### config.mk
export PLATFORM = sky130hd
export DESIGN_NAME = cpu_control
export DESIGN_NICKNAME = d
export VERILOG_FILES = /design/src/rtl/cpu_pkg.sv /design/src/rtl/cpu_opdecode.sv /design/src/rtl/cpu_control.sv
export SDC_FILE = /design/constraint.sdc
export NUM_CORES = 1
export LEC_CHECK = 0
export BUFFER_PORTS_ARGS = -buffer_cell sky130_fd_sc_hd__buf_2
export CAP_MARGIN = 20
export CORE_UTILIZATION = 50
export DETAILED_ROUTE_END_ITERATION = 10
export PLACE_DENSITY = 0.73
export SYNTH_ARGS = -nofsm -noshare
export SYNTH_HDL_FRONTEND = slang
export SYNTH_HIERARCHICAL = 1
export SYNTH_SLANG_ARGS = --single-unit
### constraint.sdc
create_clock -name clk -period 5.23 [get_ports clk]
set_input_delay 1.046 -clock clk [delete_from_list [all_inputs] [get_ports clk]]
set_output_delay 1.046 -clock clk [all_outputs]
set_load 0.01 [all_outputs]
### src/rtl/cpu_pkg.sv
// cpu_pkg: shared types for the 16-bit CPU control path.
//   opcode_t  - 5-bit instruction opcodes as seen on the datapath o_opCode.
//   state_t   - control FSM states (fetch/decode plus per-instruction steps).
//   iclass_t  - instruction class produced by cpu_opdecode.
//   cond_t    - flag selected by a conditional jump.
//   ctrl_t    - bundle of every control output driven by cpu_control.
//   ctrl_for  - Moore output decode: the control bundle for a given state.
package cpu_pkg;

  typedef enum logic [4:0] {
    OP_MV    = 5'b00000,
    OP_ADD   = 5'b00001,
    OP_SUB   = 5'b00010,
    OP_CMP   = 5'b00011,
    OP_LD    = 5'b00100,
    OP_ST    = 5'b00101,
    OP_JR    = 5'b01000,
    OP_JZR   = 5'b01001,
    OP_JNR   = 5'b01010,
    OP_CALLR = 5'b01100,
    OP_MVI   = 5'b10000,
    OP_ADDI  = 5'b10001,
    OP_SUBI  = 5'b10010,
    OP_CMPI  = 5'b10011,
    OP_MVHI  = 5'b10110,
    OP_J     = 5'b11000,
    OP_JZ    = 5'b11001,
    OP_JN    = 5'b11010,
    OP_CALL  = 5'b11100
  } opcode_t;

  typedef enum logic [4:0] {
    S_RESET,
    S_FETCH_ADDR,
    S_FETCH_WAIT,
    S_FETCH_IR,
    S_INC_PC,
    S_UPD_PC,
    S_DECODE,
    S_MV_RD,
    S_MV_WR,
    S_ALU_RX,
    S_ALU_RY,
    S_ALU_IMM,
    S_ALU_ADD,
    S_ALU_WB,
    S_LD_RD,
    S_LD_MEM,
    S_LD_WAIT,
    S_LD_WB,
    S_ST_RX,
    S_ST_RY,
    S_ST_WR,
    S_MVHI_RD,
    S_MVI,
    S_JUMP,
    S_CALL,
    S_NEW_PC,
    S_ILLEGAL
  } state_t;

  typedef enum logic [3:0] {
    CL_MV,
    CL_ALU,
    CL_ALUI,
    CL_LD,
    CL_ST,
    CL_MVI,
    CL_MVHI,
    CL_JMP,
    CL_JCOND,
    CL_CALL,
    CL_BAD
  } iclass_t;

  typedef enum logic {
    COND_Z,
    COND_N
  } cond_t;

  typedef struct packed {
    logic dp_reset;
    logic set_addr;
    logic read_data;
    logic inc_PC;
    logic updatePC;
    logic read_IR;
    logic mv_rd;
    logic mv_wr;
    logic readRx_add;
    logic readRy_add;
    logic add_add;
    logic writeRx_add;
    logic ld_rd;
    logic readMem;
    logic writeRx_ld;
    logic st_Rx;
    logic rd_Rx_mvi;
    logic mvi;
    logic addi;
    logic jump;
    logic new_PC;
    logic call;
    logic mem_rd;
    logic mem_wr;
    logic illegal;
  } ctrl_t;

  function automatic ctrl_t ctrl_for(state_t s);
    ctrl_t c;
    c = '0;
    case (s)
      S_RESET:      c.dp_reset = 1'b1;
      S_FETCH_ADDR: begin
        c.set_addr = 1'b1;
        c.mem_rd   = 1'b1;
      end
      S_FETCH_WAIT: c.mem_rd = 1'b1;
      S_FETCH_IR:   c.read_data = 1'b1;
      S_INC_PC:     c.inc_PC = 1'b1;
      S_UPD_PC:     c.updatePC = 1'b1;
      S_DECODE:     c.read_IR = 1'b1;
      S_MV_RD:      c.mv_rd = 1'b1;
      S_MV_WR:      c.mv_wr = 1'b1;
      S_ALU_RX,
      S_ST_RX:      c.readRx_add = 1'b1;
      S_ALU_RY,
      S_ST_RY:      c.readRy_add = 1'b1;
      S_ALU_IMM:    c.addi = 1'b1;
      S_ALU_ADD:    c.add_add = 1'b1;
      S_ALU_WB:     c.writeRx_add = 1'b1;
      S_LD_RD:      c.ld_rd = 1'b1;
      S_LD_MEM:     begin
        c.readMem = 1'b1;
        c.mem_rd  = 1'b1;
      end
      S_LD_WAIT:    c.mem_rd = 1'b1;
      S_LD_WB:      c.writeRx_ld = 1'b1;
      S_ST_WR:      begin
        c.st_Rx  = 1'b1;
        c.mem_wr = 1'b1;
      end
      S_MVHI_RD:    c.rd_Rx_mvi = 1'b1;
      S_MVI:        c.mvi = 1'b1;
      S_JUMP:       c.jump = 1'b1;
      S_CALL:       c.call = 1'b1;
      S_NEW_PC:     c.new_PC = 1'b1;
      S_ILLEGAL:    c.illegal = 1'b1;
      default:      c = '0;
    endcase
    return c;
  endfunction

endpackage

### src/rtl/cpu_opdecode.sv
// cpu_opdecode: combinational opcode classifier for the control FSM.
// Ports:
//   i_opcode   in  5  datapath opcode
//   o_class    out    instruction class (CL_BAD for undefined opcodes)
//   o_is_cmp   out 1  compare form: ALU sequence without the register write-back
//   o_cond_sel out    flag tested by a conditional jump (Z or N)
module cpu_opdecode
  import cpu_pkg::*;
(
  input  logic [4:0] i_opcode,
  output iclass_t    o_class,
  output logic       o_is_cmp,
  output cond_t      o_cond_sel
);

  always_comb begin
    o_class    = CL_BAD;
    o_is_cmp   = 1'b0;
    o_cond_sel = COND_Z;
    case (i_opcode)
      OP_MV:            o_class = CL_MV;
      OP_ADD, OP_SUB:   o_class = CL_ALU;
      OP_CMP:           begin
        o_class  = CL_ALU;
        o_is_cmp = 1'b1;
      end
      OP_ADDI, OP_SUBI: o_class = CL_ALUI;
      OP_CMPI:          begin
        o_class  = CL_ALUI;
        o_is_cmp = 1'b1;
      end
      OP_LD:            o_class = CL_LD;
      OP_ST:            o_class = CL_ST;
      OP_MVI:           o_class = CL_MVI;
      OP_MVHI:          o_class = CL_MVHI;
      OP_JR, OP_J:      o_class = CL_JMP;
      OP_JZR, OP_JZ:    begin
        o_class    = CL_JCOND;
        o_cond_sel = COND_Z;
      end
      OP_JNR, OP_JN:    begin
        o_class    = CL_JCOND;
        o_cond_sel = COND_N;
      end
      OP_CALLR, OP_CALL: o_class = CL_CALL;
      default:          o_class = CL_BAD;
    endcase
  end

endmodule

### src/rtl/cpu_control.sv
// cpu_control: multi-cycle control FSM for the 16-bit CPU.
// Sequences fetch, PC increment, decode and the per-instruction micro-steps,
// driving one datapath strobe per cycle plus the memory enables.
// Ports:
//   clk, i_reset (sync, active-high), i_opcode[4:0], i_N, i_Z, i_mem_wait
//   o_* datapath strobes, o_mem_rd, o_mem_wr, o_illegal (one-cycle pulse)
// Optional build macro CPU_CTRL_PERF_EN adds o_instr_count[31:0] (DECODE exits)
// and o_stall_count[31:0] (cycles held by i_mem_wait), both wrapping.
module cpu_control
  import cpu_pkg::*;
(
  input  logic       clk,
  input  logic       i_reset,
  input  logic [4:0] i_opcode,
  input  logic       i_N,
  input  logic       i_Z,
  input  logic       i_mem_wait,
  output logic       o_dp_reset,
  output logic       o_set_addr,
  output logic       o_read_data,
  output logic       o_inc_PC,
  output logic       o_updatePC,
  output logic       o_read_IR,
  output logic       o_mv_rd,
  output logic       o_mv_wr,
  output logic       o_readRx_add,
  output logic       o_readRy_add,
  output logic       o_add_add,
  output logic       o_writeRx_add,
  output logic       o_ld_rd,
  output logic       o_readMem,
  output logic       o_writeRx_ld,
  output logic       o_st_Rx,
  output logic       o_rd_Rx_mvi,
  output logic       o_mvi,
  output logic       o_addi,
  output logic       o_jump,
  output logic       o_new_PC,
  output logic       o_call,
  output logic       o_mem_rd,
  output logic       o_mem_wr,
  output logic       o_illegal
`ifdef CPU_CTRL_PERF_EN
  ,
  output logic [31:0] o_instr_count,
  output logic [31:0] o_stall_count
`endif
);

  state_t  r_state;
  state_t  w_next;
  ctrl_t   r_ctrl;
  iclass_t w_class;
  iclass_t r_class;
  logic    w_is_cmp;
  logic    r_is_cmp;
  cond_t   w_cond_sel;
  cond_t   r_cond_sel;
  logic    w_taken;

  cpu_opdecode u_opdecode (
    .i_opcode   (i_opcode),
    .o_class    (w_class),
    .o_is_cmp   (w_is_cmp),
    .o_cond_sel (w_cond_sel)
  );

  assign w_taken = (r_cond_sel == COND_N) ? i_N : i_Z;

  always_comb begin
    w_next = r_state;
    case (r_state)
      S_RESET:      w_next = S_FETCH_ADDR;
      S_FETCH_ADDR: w_next = S_FETCH_WAIT;
      S_FETCH_WAIT: w_next = i_mem_wait ? S_FETCH_WAIT : S_FETCH_IR;
      S_FETCH_IR:   w_next = S_INC_PC;
      S_INC_PC:     w_next = S_UPD_PC;
      S_UPD_PC:     w_next = S_DECODE;
      S_DECODE: begin
        case (w_class)
          CL_MV:              w_next = S_MV_RD;
          CL_ALU, CL_ALUI:    w_next = S_ALU_RX;
          CL_LD:              w_next = S_LD_RD;
          CL_ST:              w_next = S_ST_RX;
          CL_MVI:             w_next = S_MVI;
          CL_MVHI:            w_next = S_MVHI_RD;
          CL_JMP, CL_JCOND,
          CL_CALL:            w_next = S_JUMP;
          default:            w_next = S_ILLEGAL;
        endcase
      end
      S_MV_RD:      w_next = S_MV_WR;
      S_MV_WR:      w_next = S_FETCH_ADDR;
      S_ALU_RX:     w_next = (r_class == CL_ALUI) ? S_ALU_IMM : S_ALU_RY;
      S_ALU_RY,
      S_ALU_IMM:    w_next = S_ALU_ADD;
      S_ALU_ADD:    w_next = r_is_cmp ? S_FETCH_ADDR : S_ALU_WB;
      S_ALU_WB:     w_next = S_FETCH_ADDR;
      S_LD_RD:      w_next = S_LD_MEM;
      S_LD_MEM:     w_next = S_LD_WAIT;
      S_LD_WAIT:    w_next = i_mem_wait ? S_LD_WAIT : S_LD_WB;
      S_LD_WB:      w_next = S_FETCH_ADDR;
      S_ST_RX:      w_next = S_ST_RY;
      S_ST_RY:      w_next = S_ST_WR;
      S_ST_WR:      w_next = S_FETCH_ADDR;
      S_MVHI_RD:    w_next = S_MVI;
      S_MVI:        w_next = S_FETCH_ADDR;
      S_JUMP: begin
        case (r_class)
          CL_JMP:  w_next = S_NEW_PC;
          CL_CALL: w_next = S_CALL;
          default: w_next = w_taken ? S_NEW_PC : S_FETCH_ADDR;
        endcase
      end
      S_CALL:       w_next = S_NEW_PC;
      S_NEW_PC:     w_next = S_FETCH_ADDR;
      S_ILLEGAL:    w_next = S_FETCH_ADDR;
      default:      w_next = S_RESET;
    endcase
  end

  // Outputs are registered alongside the state from the next-state decode,
  // so r_ctrl always equals ctrl_for(r_state) without a combinational path.
  always_ff @(posedge clk) begin
    if (i_reset) begin
      r_state    <= S_RESET;
      r_ctrl     <= ctrl_for(S_RESET);
      r_class    <= CL_BAD;
      r_is_cmp   <= 1'b0;
      r_cond_sel <= COND_Z;
    end else begin
      r_state <= w_next;
      r_ctrl  <= ctrl_for(w_next);
      // The opcode is only guaranteed during DECODE; keep its class for the steps after.
      if (r_state == S_DECODE) begin
        r_class    <= w_class;
        r_is_cmp   <= w_is_cmp;
        r_cond_sel <= w_cond_sel;
      end
    end
  end

  assign o_dp_reset    = r_ctrl.dp_reset;
  assign o_set_addr    = r_ctrl.set_addr;
  assign o_read_data   = r_ctrl.read_data;
  assign o_inc_PC      = r_ctrl.inc_PC;
  assign o_updatePC    = r_ctrl.updatePC;
  assign o_read_IR     = r_ctrl.read_IR;
  assign o_mv_rd       = r_ctrl.mv_rd;
  assign o_mv_wr       = r_ctrl.mv_wr;
  assign o_readRx_add  = r_ctrl.readRx_add;
  assign o_readRy_add  = r_ctrl.readRy_add;
  assign o_add_add     = r_ctrl.add_add;
  assign o_writeRx_add = r_ctrl.writeRx_add;
  assign o_ld_rd       = r_ctrl.ld_rd;
  assign o_readMem     = r_ctrl.readMem;
  assign o_writeRx_ld  = r_ctrl.writeRx_ld;
  assign o_st_Rx       = r_ctrl.st_Rx;
  assign o_rd_Rx_mvi   = r_ctrl.rd_Rx_mvi;
  assign o_mvi         = r_ctrl.mvi;
  assign o_addi        = r_ctrl.addi;
  assign o_jump        = r_ctrl.jump;
  assign o_new_PC      = r_ctrl.new_PC;
  assign o_call        = r_ctrl.call;
  assign o_mem_rd      = r_ctrl.mem_rd;
  assign o_mem_wr      = r_ctrl.mem_wr;
  assign o_illegal     = r_ctrl.illegal;

`ifdef CPU_CTRL_PERF_EN
  logic [31:0] r_instr_count;
  logic [31:0] r_stall_count;

  always_ff @(posedge clk) begin
    if (i_reset) begin
      r_instr_count <= '0;
      r_stall_count <= '0;
    end else begin
      if (r_state == S_DECODE) begin
        r_instr_count <= r_instr_count + 32'd1;
      end
      if (((r_state == S_FETCH_WAIT) || (r_state == S_LD_WAIT)) && i_mem_wait) begin
        r_stall_count <= r_stall_count + 32'd1;
      end
    end
  end

  assign o_instr_count = r_instr_count;
  assign o_stall_count = r_stall_count;
`endif

endmodule

==> impl_metrics.ini <==
[clocking]
postCtsSetupRepairBufs = 0
ctsResizeCount = 0
path_clk_slew_ns = 0.11
h-tree-depth = 2
ctsHoldBuffers = 0
clock_path_buffers = 2
clkLatencyLatePin_ns = 0.34
cts_tree = yes
cts_buffers = 5
root_buffer = clkbuf_4
cts.sinks = 35

[detailed_routing]
vias = 1640
drc = 0
wire_per_inst_um = 13.3
first_pass_iters = 7
drt-total-wl_mm = 3.96
drt-initial-drc-count = 89
routed_via_density = 5.50
ant_nets = 0

[sta]
finalHoldViolations = 0
slew_violations = 0
setup_tns_ns = 0
finalClockSkew_ns = 0.00399
slew_headroom = 0.518
post-route-period-util = 0.835
worst_slew_pin_slew_ns = 0.723
rsz0062_at_grt = false
max_clock_freq_mhz = 229
setup_violations = 0
post-route-min-period_ns = 4.37

[layout]
nNetsFinal = 264
nFillCells = 337
drive_above_1_share = 0.183
num_antenna_cells = 0
final_cells = 298
area_growth_pct = 12.8
regMostFlops = r_state
reg_top3 = r_state: 5 flops, r_class: 4 flops
multi_input_area_mm2 = 0.00100
largest_reg_flops = 5
seq_area_um2 = 701

[place]
dp_hpwl_mm = 2.82
dp.cells = 290
gp_congestion = 0.816
portBuffers = 34

[power_and_ir_drop]
switching_share = 0.394
powerDensity_mw_per_mm2 = 431
p_switching_w = 0.000350
intPower_w = 0.000539
p_comb_frac = 0.371
seq_power_share = 0.400
ir_drop_mv = 0.289
leakagePower_nw = 0.920
clkPwrFrac = 0.230

[logic_synthesis]
ys_warn_count = 6
ys_types = 51
synth-simple-area-share = 0.321
syn-mean-instance-area_um2 = 8.08
synth_compound_area_frac = 0.158
synth-seq-cells = 35
synth_top_family_by_area = simple AND/OR/NAND/NOR gates
yosysSeqAreaShare = 0.384
synth-adder-area-share = 0.0206
synthCells = 226
synth-edff-count = 0
synth_nets = 239
yosys.area_share.xor_xnor = 0.00480
async_flop_share = 0
synth_ff_type = dfxtp_1
synth_mux_area_frac = 0.0446
synth_area_mm2 = 0.00183

[floorplan]
rows = 21
core_mm2 = 0.00342
start_util = 0.534
ios = 35
die_x_um = 62.4
die_area_mm2 = 0.00390
die_h_um = 62.4

[global_route]
first_global_vias = 1481
grt_overflow = 0
grt_first_pass_wirelength_mm = 6.77
antenna_found_initial = 0
grt_max_degree = 20
grt_usage = 0.218

[worst_setup_path]
critPathMaxStageDelay_ns = 0.64
crit_required_ns = 5.52
rrSetupSlack_ns = 2.01
r2r_cells = 7
reg2reg_from = r_state[2]
end_kind = flop
crit_type = in2reg
startpoint_type = primary input
path_cells = buf_2 > or2_0 > nor2_1 > o32ai_1 > ha_1 > or3b_1 > a21oi_1 > o32ai_1 > or4_1 > or4_1 > o32a_1 > nand2_1
r2r-end = o_mv_rd
crit_path_top_delay_cell = or4_1
crit_fanout = 10
arrival_ns = 4.66

[hold_path]
hold_depth = 2
holdPathEnd = r_cond_sel
hold_path_class = reg2reg
holdCritStartpoint = r_cond_sel

[status]
status = finished, final reports clean

[run]
drv_cap = 0
[per-layer routing]
layer  up-vias  wire [um]  GRT usage
li1        841          -          -
met1       758       2060      0.309
met2        37       1690      0.329
met3         4        167     0.0602
met4         0         32     0.0436
met5         -          0          0
[synth_stat cells (2+ instances only)]
master	n	area (um^2)
a211o_1	2	17.5
a211oi_1	3	22.5
a21oi_1	11	55.1
and4_1	3	26.3
buf_2	7	35.0
buf_6	2	22.5
clkbuf_1	7	26.3
dfxtp_1	35	701
ha_1	3	37.5
inv_1	7	26.3
mux2i_1	7	70.1
nand2_1	16	60.1
nand2b_1	9	56.3
nand3_1	4	20.0
nand3b_1	4	30.0
nor2_1	37	139
nor2b_1	6	37.5
nor3_1	9	45.0
nor3b_1	4	30.0
nor4_1	3	18.8
nor4bb_1	3	30.0
o21ai_0	6	30.0
o21ai_1	2	10.0
o21bai_1	2	15.0
o22ai_1	2	12.5
o31ai_1	3	22.5
o32ai_1	2	17.5
or2_0	2	12.5
or4_1	3	22.5
[power groups by stage]
stage	Sequential (W)	Combinational, W	Clock (W)
final	0.000355	0.000329	0.000204
after global routing	0.000361	0.000367	0.000218
after CTS	0.000354	0.000329	0.000204
after detailed placement	0.000360	0.000329	0
after global placement	0.000362	0.000322	0
after floorplan	0.000328	0.000277	0
[cells by family after synthesis]
| kind of cell | after synthesis |
|---|---|
| and+or+nand+nor | 111 |
| AOI/OAI and AO/OA | 43 |
| DFF | 35 |
| buffers and inverters | 25 |
| muxes | 8 |
| adders and majority gates | 3 |
| xor gates and xnor gates | 1 |
[metrics by stage]
step / total power, W / hold slack, ns / worst slack [ns] / utilization / cell area (um^2)
finish: 0.000889 / 0.526 / 0.863 / 0.603 / 2060
global route: 0.000946 / 0.580 / 0.630 / 0.603 / 2060
CTS: 0.000887 / 0.533 / 0.900 / 0.603 / 2060
detailed placement: 0.000689 / 0.513 / 0.549 / 0.578 / 1970
global placement: 0.000684 / 0.496 / 0.647 / 0.578 / 1970
floorplan: 0.000605 / 0.472 / 0.948 / - / 1830
[worst max-delay path by stage]
stage                            from  cells past startpoint  endpoint  slack (ns)
after floorplan           i_opcode[1]                     15  o_mem_rd        0.95
after global placement    i_opcode[1]                     12  o_mem_rd        0.65
after detailed placement  i_opcode[1]                     12  o_mem_rd        0.55
after CTS                 i_opcode[1]                     12  o_mem_rd        0.90
after global routing      i_opcode[1]                     12  o_mem_rd        0.63
final                     i_opcode[1]                     12  o_mem_rd        0.86
[placed cells by master, fill, tap and decap left out, drive strengths merged, types with 2 or more instances in the layout]
master,count
nor2,37
inv,7
clkbuf,6
o21ai,8
a211o,2
nor4,3
nor3b,4
nand2b,9
a211oi,3
nor2b,6
nand3,4
nor3,9
o22ai,2
and4,3
nor4bb,3
o21bai,2
ha,3
nand3b,4
nand2,16
or2,3
o31ai,3
o32ai,2
mux2i,7
dfxtp,35
or4,3
a21oi,11
buf,36
[final cells by class]
class,count,share of cell area
Timing Repair Buffer,36,0.0899
Multi-Input combinational cell,166,0.487
Clock inverter,2,0.0170
Clock buffer,6,0.0249
Tap cell,46,0.0279
Inverter,7,0.0128
Sequential cell,35,0.340
[worst max-delay path: cells and delay by family]
family	cells	cell delay [ns]
simple gates	6	2.00
fa+ha+maj	1	0.25
compound gates	4	1.21
buf+inv	1	0.16
(Power assumes the default switching activity.)
